===== config.mk =====
export PLATFORM = sky130hd
export DESIGN_NAME = stats_reporter_flat
export DESIGN_NICKNAME = d
export VERILOG_FILES = /design/src/rtl/tama_pkg.sv /design/src/rtl/stats_reporter_if.sv /design/src/rtl/frame_checksum.sv /design/src/rtl/stats_reporter.sv /design/src/flat_wrapper.sv
export SDC_FILE = /design/constraint.sdc
export NUM_CORES = 1
export LEC_CHECK = 0
export BUFFER_PORTS_ARGS = -buffer_cell sky130_fd_sc_hd__clkbuf_2
export CAP_MARGIN = 15
export CORE_ASPECT_RATIO = 1.75
export CORE_MARGIN = 1.5
export CORE_UTILIZATION = 39
export CTS_CLUSTER_SIZE = 40
export DETAILED_ROUTE_END_ITERATION = 10
export PLACE_DENSITY_LB_ADDON = 0.25
export SYNTH_ARGS = -nofsm -noshare
export SYNTH_HDL_FRONTEND = slang
export SYNTH_SLANG_ARGS = --single-unit

===== constraint.sdc =====
create_clock -name clk -period 6.9 [get_ports clk]
set_clock_uncertainty 0.2 [all_clocks]
set_input_delay 0.69 -clock clk [delete_from_list [all_inputs] [get_ports clk]]
set_output_delay 0.69 -clock clk [all_outputs]
set_load 0.05 [all_outputs]

===== src/rtl/tama_pkg.sv =====
// Shared types and constants for the pet stats telemetry path.
package tama_pkg;
    localparam int STAT_W = 5;
    localparam int FRAME_LEN = 9;
    localparam logic [7:0] HEADER_DEF = 8'hA5;

    // One state per frame byte, plus IDLE.
    typedef enum logic [$clog2(FRAME_LEN+1)-1:0] {
        IDLE, HDR, SEQ, ST0, ST1, ST2, ST3, ST4, FLAGS, CSUM
    } state_t;

    typedef struct packed {
        logic [STAT_W-1:0] hunger;
        logic [STAT_W-1:0] happiness;
        logic [STAT_W-1:0] hygiene;
        logic [STAT_W-1:0] energy;
        logic [STAT_W-1:0] social;
        logic              sleeping;
    } snap_t;

    function automatic logic [7:0] stat_byte(input logic [STAT_W-1:0] s);
        return {{(8-STAT_W){1'b0}}, s};
    endfunction
endpackage


===== src/rtl/stats_reporter_if.sv =====
// Byte-wide valid/ready link from the reporter to the UART transmitter.
interface stats_reporter_if;
    logic [7:0] tx_data;
    logic       tx_valid;
    logic       tx_ready;

    modport master (output tx_data, output tx_valid, input tx_ready);
    modport slave  (input tx_data, input tx_valid, output tx_ready);
endinterface


===== src/rtl/frame_checksum.sv =====
// Running modulo-256 sum of the frame bytes that follow the header.
module frame_checksum (
    input  logic       clk,
    input  logic       reset,
    input  logic       clr,
    input  logic       add_en,
    input  logic [7:0] data,
    output logic [7:0] sum
);
    always_ff @(posedge clk or posedge reset) begin
        if (reset)       sum <= 8'h00;
        else if (clr)    sum <= 8'h00;
        else if (add_en) sum <= sum + data;
    end
endmodule


===== src/rtl/stats_reporter.sv =====
// Snapshots the pet stats periodically or on demand and streams them as a
// 9-byte telemetry frame over a valid/ready byte link.
module stats_reporter
    import tama_pkg::*;
#(
    parameter logic [7:0]        REPORT_PERIOD = 8'd5,
    parameter logic [STAT_W-1:0] CRIT_LEVEL    = 5'd4,
    parameter logic [7:0]        HEADER        = HEADER_DEF
) (
    input  logic              clk,
    input  logic              reset,
    input  logic              second,
    input  logic              force_req,
    input  logic [STAT_W-1:0] hunger,
    input  logic [STAT_W-1:0] happiness,
    input  logic [STAT_W-1:0] hygiene,
    input  logic [STAT_W-1:0] energy,
    input  logic [STAT_W-1:0] social,
    input  logic              is_sleeping,
    stats_reporter_if.master  tx,
    output logic              busy,
    output logic [7:0]        drop_count
);
    state_t     state, state_nxt;
    snap_t      snap;
    logic [7:0] period_cnt, seq, tx_byte, csum, flags;
    logic       pending, trigger, req, accept, frame_end, start, csum_add;

    assign trigger   = second && (period_cnt == REPORT_PERIOD - 8'd1);
    assign req       = trigger | force_req;
    assign busy      = (state != IDLE);
    assign accept    = busy && tx.tx_ready;
    assign frame_end = (state == CSUM) && accept;
    // A queued or coincident request chains straight into the next frame.
    assign start     = ((state == IDLE) && req) || (frame_end && (pending || req));
    assign csum_add  = accept && (state inside {SEQ, ST0, ST1, ST2, ST3, ST4, FLAGS});

    assign flags = {snap.sleeping, 2'b00,
                    snap.social    < CRIT_LEVEL,
                    snap.energy    < CRIT_LEVEL,
                    snap.hygiene   < CRIT_LEVEL,
                    snap.happiness < CRIT_LEVEL,
                    snap.hunger    < CRIT_LEVEL};

    assign tx.tx_valid = busy;
    assign tx.tx_data  = tx_byte;

    frame_checksum u_csum (
        .clk    (clk),
        .reset  (reset),
        .clr    (start),
        .add_en (csum_add),
        .data   (tx_byte),
        .sum    (csum)
    );

    always_comb begin
        state_nxt = state;
        case (state)
            IDLE:    if (req)    state_nxt = HDR;
            HDR:     if (accept) state_nxt = SEQ;
            SEQ:     if (accept) state_nxt = ST0;
            ST0:     if (accept) state_nxt = ST1;
            ST1:     if (accept) state_nxt = ST2;
            ST2:     if (accept) state_nxt = ST3;
            ST3:     if (accept) state_nxt = ST4;
            ST4:     if (accept) state_nxt = FLAGS;
            FLAGS:   if (accept) state_nxt = CSUM;
            CSUM:    if (accept) state_nxt = (pending || req) ? HDR : IDLE;
            default:             state_nxt = IDLE;
        endcase
    end

    always_comb begin
        tx_byte = 8'h00;
        case (state)
            HDR:     tx_byte = HEADER;
            SEQ:     tx_byte = seq;
            ST0:     tx_byte = stat_byte(snap.hunger);
            ST1:     tx_byte = stat_byte(snap.happiness);
            ST2:     tx_byte = stat_byte(snap.hygiene);
            ST3:     tx_byte = stat_byte(snap.energy);
            ST4:     tx_byte = stat_byte(snap.social);
            FLAGS:   tx_byte = flags;
            CSUM:    tx_byte = csum;
            default: tx_byte = 8'h00;
        endcase
    end

    always_ff @(posedge clk or posedge reset) begin
        if (reset) begin
            state      <= IDLE;
            snap       <= '0;
            period_cnt <= 8'h00;
            seq        <= 8'h00;
            pending    <= 1'b0;
            drop_count <= 8'h00;
        end else begin
            state <= state_nxt;
            if (second) period_cnt <= trigger ? 8'h00 : period_cnt + 8'd1;
            if (start)
                snap <= {hunger, happiness, hygiene, energy, social, is_sleeping};
            if (frame_end) seq <= seq + 8'd1;
            // At frame end a new request replaces the pending one being consumed.
            if (frame_end)
                pending <= pending && req;
            else if (busy && req) begin
                if (!pending)                 pending    <= 1'b1;
                else if (drop_count != 8'hFF) drop_count <= drop_count + 8'd1;
            end
        end
    end
endmodule

===== src/flat_wrapper.sv =====
// flat-port wrapper written by rule: the top's interface ports become plain ports
module stats_reporter_flat import tama_pkg::*;
#(
    parameter logic [7:0]        REPORT_PERIOD = 8'd5,
    parameter logic [STAT_W-1:0] CRIT_LEVEL    = 5'd4,
    parameter logic [7:0]        HEADER        = HEADER_DEF
)
  (clk, reset, second, force_req, hunger, happiness, hygiene, energy, social, is_sleeping, busy, drop_count, tx_tx_data, tx_tx_valid, tx_tx_ready);
  stats_reporter_if tx_i ();
  input  logic clk;
  input  logic reset;
  input  logic second;
  input  logic force_req;
  input  logic [STAT_W-1:0] hunger;
  input  logic [STAT_W-1:0] happiness;
  input  logic [STAT_W-1:0] hygiene;
  input  logic [STAT_W-1:0] energy;
  input  logic [STAT_W-1:0] social;
  input  logic is_sleeping;
  output logic busy;
  output logic [7:0] drop_count;
  output wire logic [$bits(tx_i.tx_data)-1:0] tx_tx_data;
  output wire logic [$bits(tx_i.tx_valid)-1:0] tx_tx_valid;
  input wire logic [$bits(tx_i.tx_ready)-1:0] tx_tx_ready;
  assign tx_tx_data = tx_i.tx_data;
  assign tx_tx_valid = tx_i.tx_valid;
  assign tx_i.tx_ready = tx_tx_ready;
  stats_reporter #(.REPORT_PERIOD(REPORT_PERIOD), .CRIT_LEVEL(CRIT_LEVEL), .HEADER(HEADER)) u_core (.clk(clk), .reset(reset), .second(second), .force_req(force_req), .hunger(hunger), .happiness(happiness), .hygiene(hygiene), .energy(energy), .social(social), .is_sleeping(is_sleeping), .tx(tx_i), .busy(busy), .drop_count(drop_count));
endmodule

==> results.toml <==
[synthesis]
async_flop_share = 1.00
ys_top_cells_by_area = "dfrtp_1 46%, mux2_2 11%, ha_1 4.0%"
ys.flop_type = "dfrtp_1"
ys_warn_count = 0
yosys.area.top_type = "dfrtp_1"
synth-edff-count = 0
yosys.area_share.simple = 0.156
ys_seq_elements = 63
synth_xor_area_frac = 0.0693
synth_top_area_frac = 0.462
synthAdderAreaFrac = 0.0491
synth_nets = 368
synth_compound_area_frac = 0.114
synth_seq_area_share = 0.462
synth_top_family_by_area = "simple AND/OR/NAND/NOR gates"
syn_inst = 325
synth_mux_area_frac = 0.115
synth_area_um2 = 3410
synth.avg_cell_area_um2 = 10.5
ys_types = 45

[clock_tree]
post_cts_buffers = 0
clock-sinks = 63
cts_resized = 0
clock_latency_ps = 330
cts_tree = "done"
numCtsBuffers = 9
cts_max_level = 3
clk_pin_slew_ps = 50
cts_root_buffer = "clkbuf_16"
hold_buffers = 0
cts_buffer_depth = 2

[grt]
grt_pass1_vias = 2610
antenna_found_initial = 0
grt_overflow = 0
track_usage = 0.185
grt_pass1_wl_mm = 13.0
grt_max_degree = 64

[final_layout]
nets = 412
antenna_cells = 0
drive_gt1_frac = 0.270
fin_cells = 491
post-route-cell-area_um2 = 4000
area_delta_synth_final_pct = 17.3

[floorplanning]
start_util = 0.396
ios = 49
die_w_um = 73.7
dieHeight_um = 127
core_um2 = 8610
die-area_um2 = 9340
rows = 45

[worst_setup_path]
cp.required_ps = 6010
worst-r2r-cell-count = 12
critPathKind = "register to output port"
reg2reg_from = "u_core.state[0]$_DFFE_PP0P_"
startpoint_type = "register"
end_kind = "output port"
r2r_slack_ps = 3360
reg2reg_to = "u_core.u_csum.sum[6]$_DFFE_PP0P_"
critPathArrivalTime_ps = 2670
worstPathMaxFanout = 20

[drt]
drt-total-wl_mm = 7.86
routedWlPerCell_um = 16.0
vias = 2608
ant_nets = 0
dr.pass1.iters = 4
drt_iter0_markers = 145
vias_per_cell = 5.31
drc_errors = 0

[power_and_ir_drop]
internal_power_uw = 1190
p_sw_uw = 937
p_leak_uw = 0.00181
ir_drop_uv = 284
swShare = 0.441
combinationalPowerShare = 0.458
pwr-share-clk = 0.208
p_per_area_nw_per_um2 = 531
seqPwrFrac = 0.334

[min_path]
hold_depth = 1
min_to = "u_core.seq[7]$_DFFE_PP0P_"
hold_class = "register to register"
hp-start = "u_core.seq[7]$_DFFE_PP0P_"

[timing]
min_period_over_period = 0.517
relSlewSlack = 0.312
fmax_mhz = 281
fin_ws_ps = 3340
min_period_ps = 3560
holdWs_ps = 282
final_hold_viol_count = 0
fin_setup_tns_ps = 0
setup_viol_count_final = 0
maxSlewViolCount = 0
rsz0062_at_grt = "no"
tightest_slew_ps = 1030

[placed_design]
placed_area_um2 = 3710
place_congestion = 0.962
placedCellCount = 475
dpl.hpwl_mm = 5.79
preCtsSetupSlack_ps = 3430
port_buffers = 48

[flow_run]
maxCapViolations = 0

[run_status]
status = "finished clean"
-- stage by stage --
| stage | power, uW | utilization |
|---|---|---|
| final | 2130 | 0.465 |
| after global routing | 2270 | 0.465 |
| after CTS | 2140 | 0.465 |
| after detailed placement | 1690 | 0.431 |
| after global placement | 1670 | 0.431 |
| after floorplan | 1460 | - |
-- critical path, cell delays in order (launching register included) --
cell	delay (ps)
dfrtp_1	710
nor2b_1	350
nand2_1	220
o41ai_1	420
a21oi_1	60
o21ai_0	210
clkbuf_2	360
-- per-layer routing --
layer | wire (um) | global-route usage | up-vias
met4 | 310 | 0.105 | 0
li1 | - | - | 1258
met5 | 0 | 0 | -
met1 | 3070 | 0.211 | 1270
met2 | 4200 | 0.310 | 57
met3 | 278 | 0.0413 | 23
-- registers in the layout (all words and copies together) (netlist names) --
| signal | cells |
|---|---|
| u_core.period_cnt | 8 |
| u_core.u_csum.sum | 8 |
| u_core.pending | 1 |
| u_core.drop_count | 8 |
| u_core.seq | 8 |
| u_core.snap | 25 |
| u_core.flags | 1 |
| u_core.state | 4 |
-- cells in the mapped netlist, drive strengths merged (2+ instances only) --
master	n
nor3	3
xor2	12
buf	5
nand4	8
and3	6
inv	6
mux2	34
ha	11
o21a	2
nor2b	7
clkbuf	11
a211oi	2
dfrtp	63
nand2b	2
nor2	27
nand3	11
a22oi	3
o41ai	3
a31oi	3
a21o	2
o22ai	7
o32ai	2
nor4	4
o21ai	12
a21oi	16
or4	2
xnor2	15
nand2	32
a22o	4
-- power by group through the flow --
stage,sequential [uW],clock [uW],combinational [uW]
final,710,442,974
after global routing,736,470,1060
after CTS,710,452,980
after detailed placement,715,0,974
after global placement,710,0,959
after floorplan,679,0,781
-- cell type report --
class,count,area (um2)
clock inverters,3,42.5
well taps,117,146
multi-input cells,240,1720
fillers,802,4610
inverters,6,22.5
flip-flops and latches,63,1580
repair buffers,49,248
clock buffers,13,250
-- how the worst max path moves through the flow --
stage	from	end
2_1_floorplan	u_core.state[1]$_DFFE_PP0P_	u_core.u_csum.sum[6]$_DFFE_PP0P_
3_3_place_gp	u_core.state[0]$_DFFE_PP0P_	u_core.u_csum.sum[6]$_DFFE_PP0P_
3_5_place_dp	u_core.state[0]$_DFFE_PP0P_	u_core.u_csum.sum[6]$_DFFE_PP0P_
4_1_cts	u_core.state[3]$_DFFE_PP0P_	tx_tx_data[3]
5_1_grt	u_core.state[3]$_DFFE_PP0P_	u_core.u_csum.sum[7]$_DFFE_PP0P_
6_report	u_core.state[3]$_DFFE_PP0P_	tx_tx_data[3]
-- cells in the final DEF (no fill, tap or decap), drive strengths merged, types with 3 or more instances in the layout --
master and instances:
a21oi 16, a22o 4, a22oi 3, a31oi 3, and3 6, clkbuf 61, dfrtp 63, ha 11
inv 6, mux2 34, nand2 32, nand3 11, nand4 8, nor2 27, nor2b 7, nor3 3
nor4 4, o21ai 12, o22ai 7, o41ai 3, xnor2 15, xor2 12
-- logic make-up (layout without fill, tap and decap cells) --
family | count (synthesis) | after routing
multiplexers | 35 | 35
adder cells (fa/ha/maj) | 13 | 13
AND/OR/NAND/NOR | 106 | 106
XOR/XNOR | 27 | 27
flip-flops | 63 | 63
buffers and inverters | 22 | 71
AO/OA/AOI/OAI | 59 | 59
(Power assumes the default switching activity.)
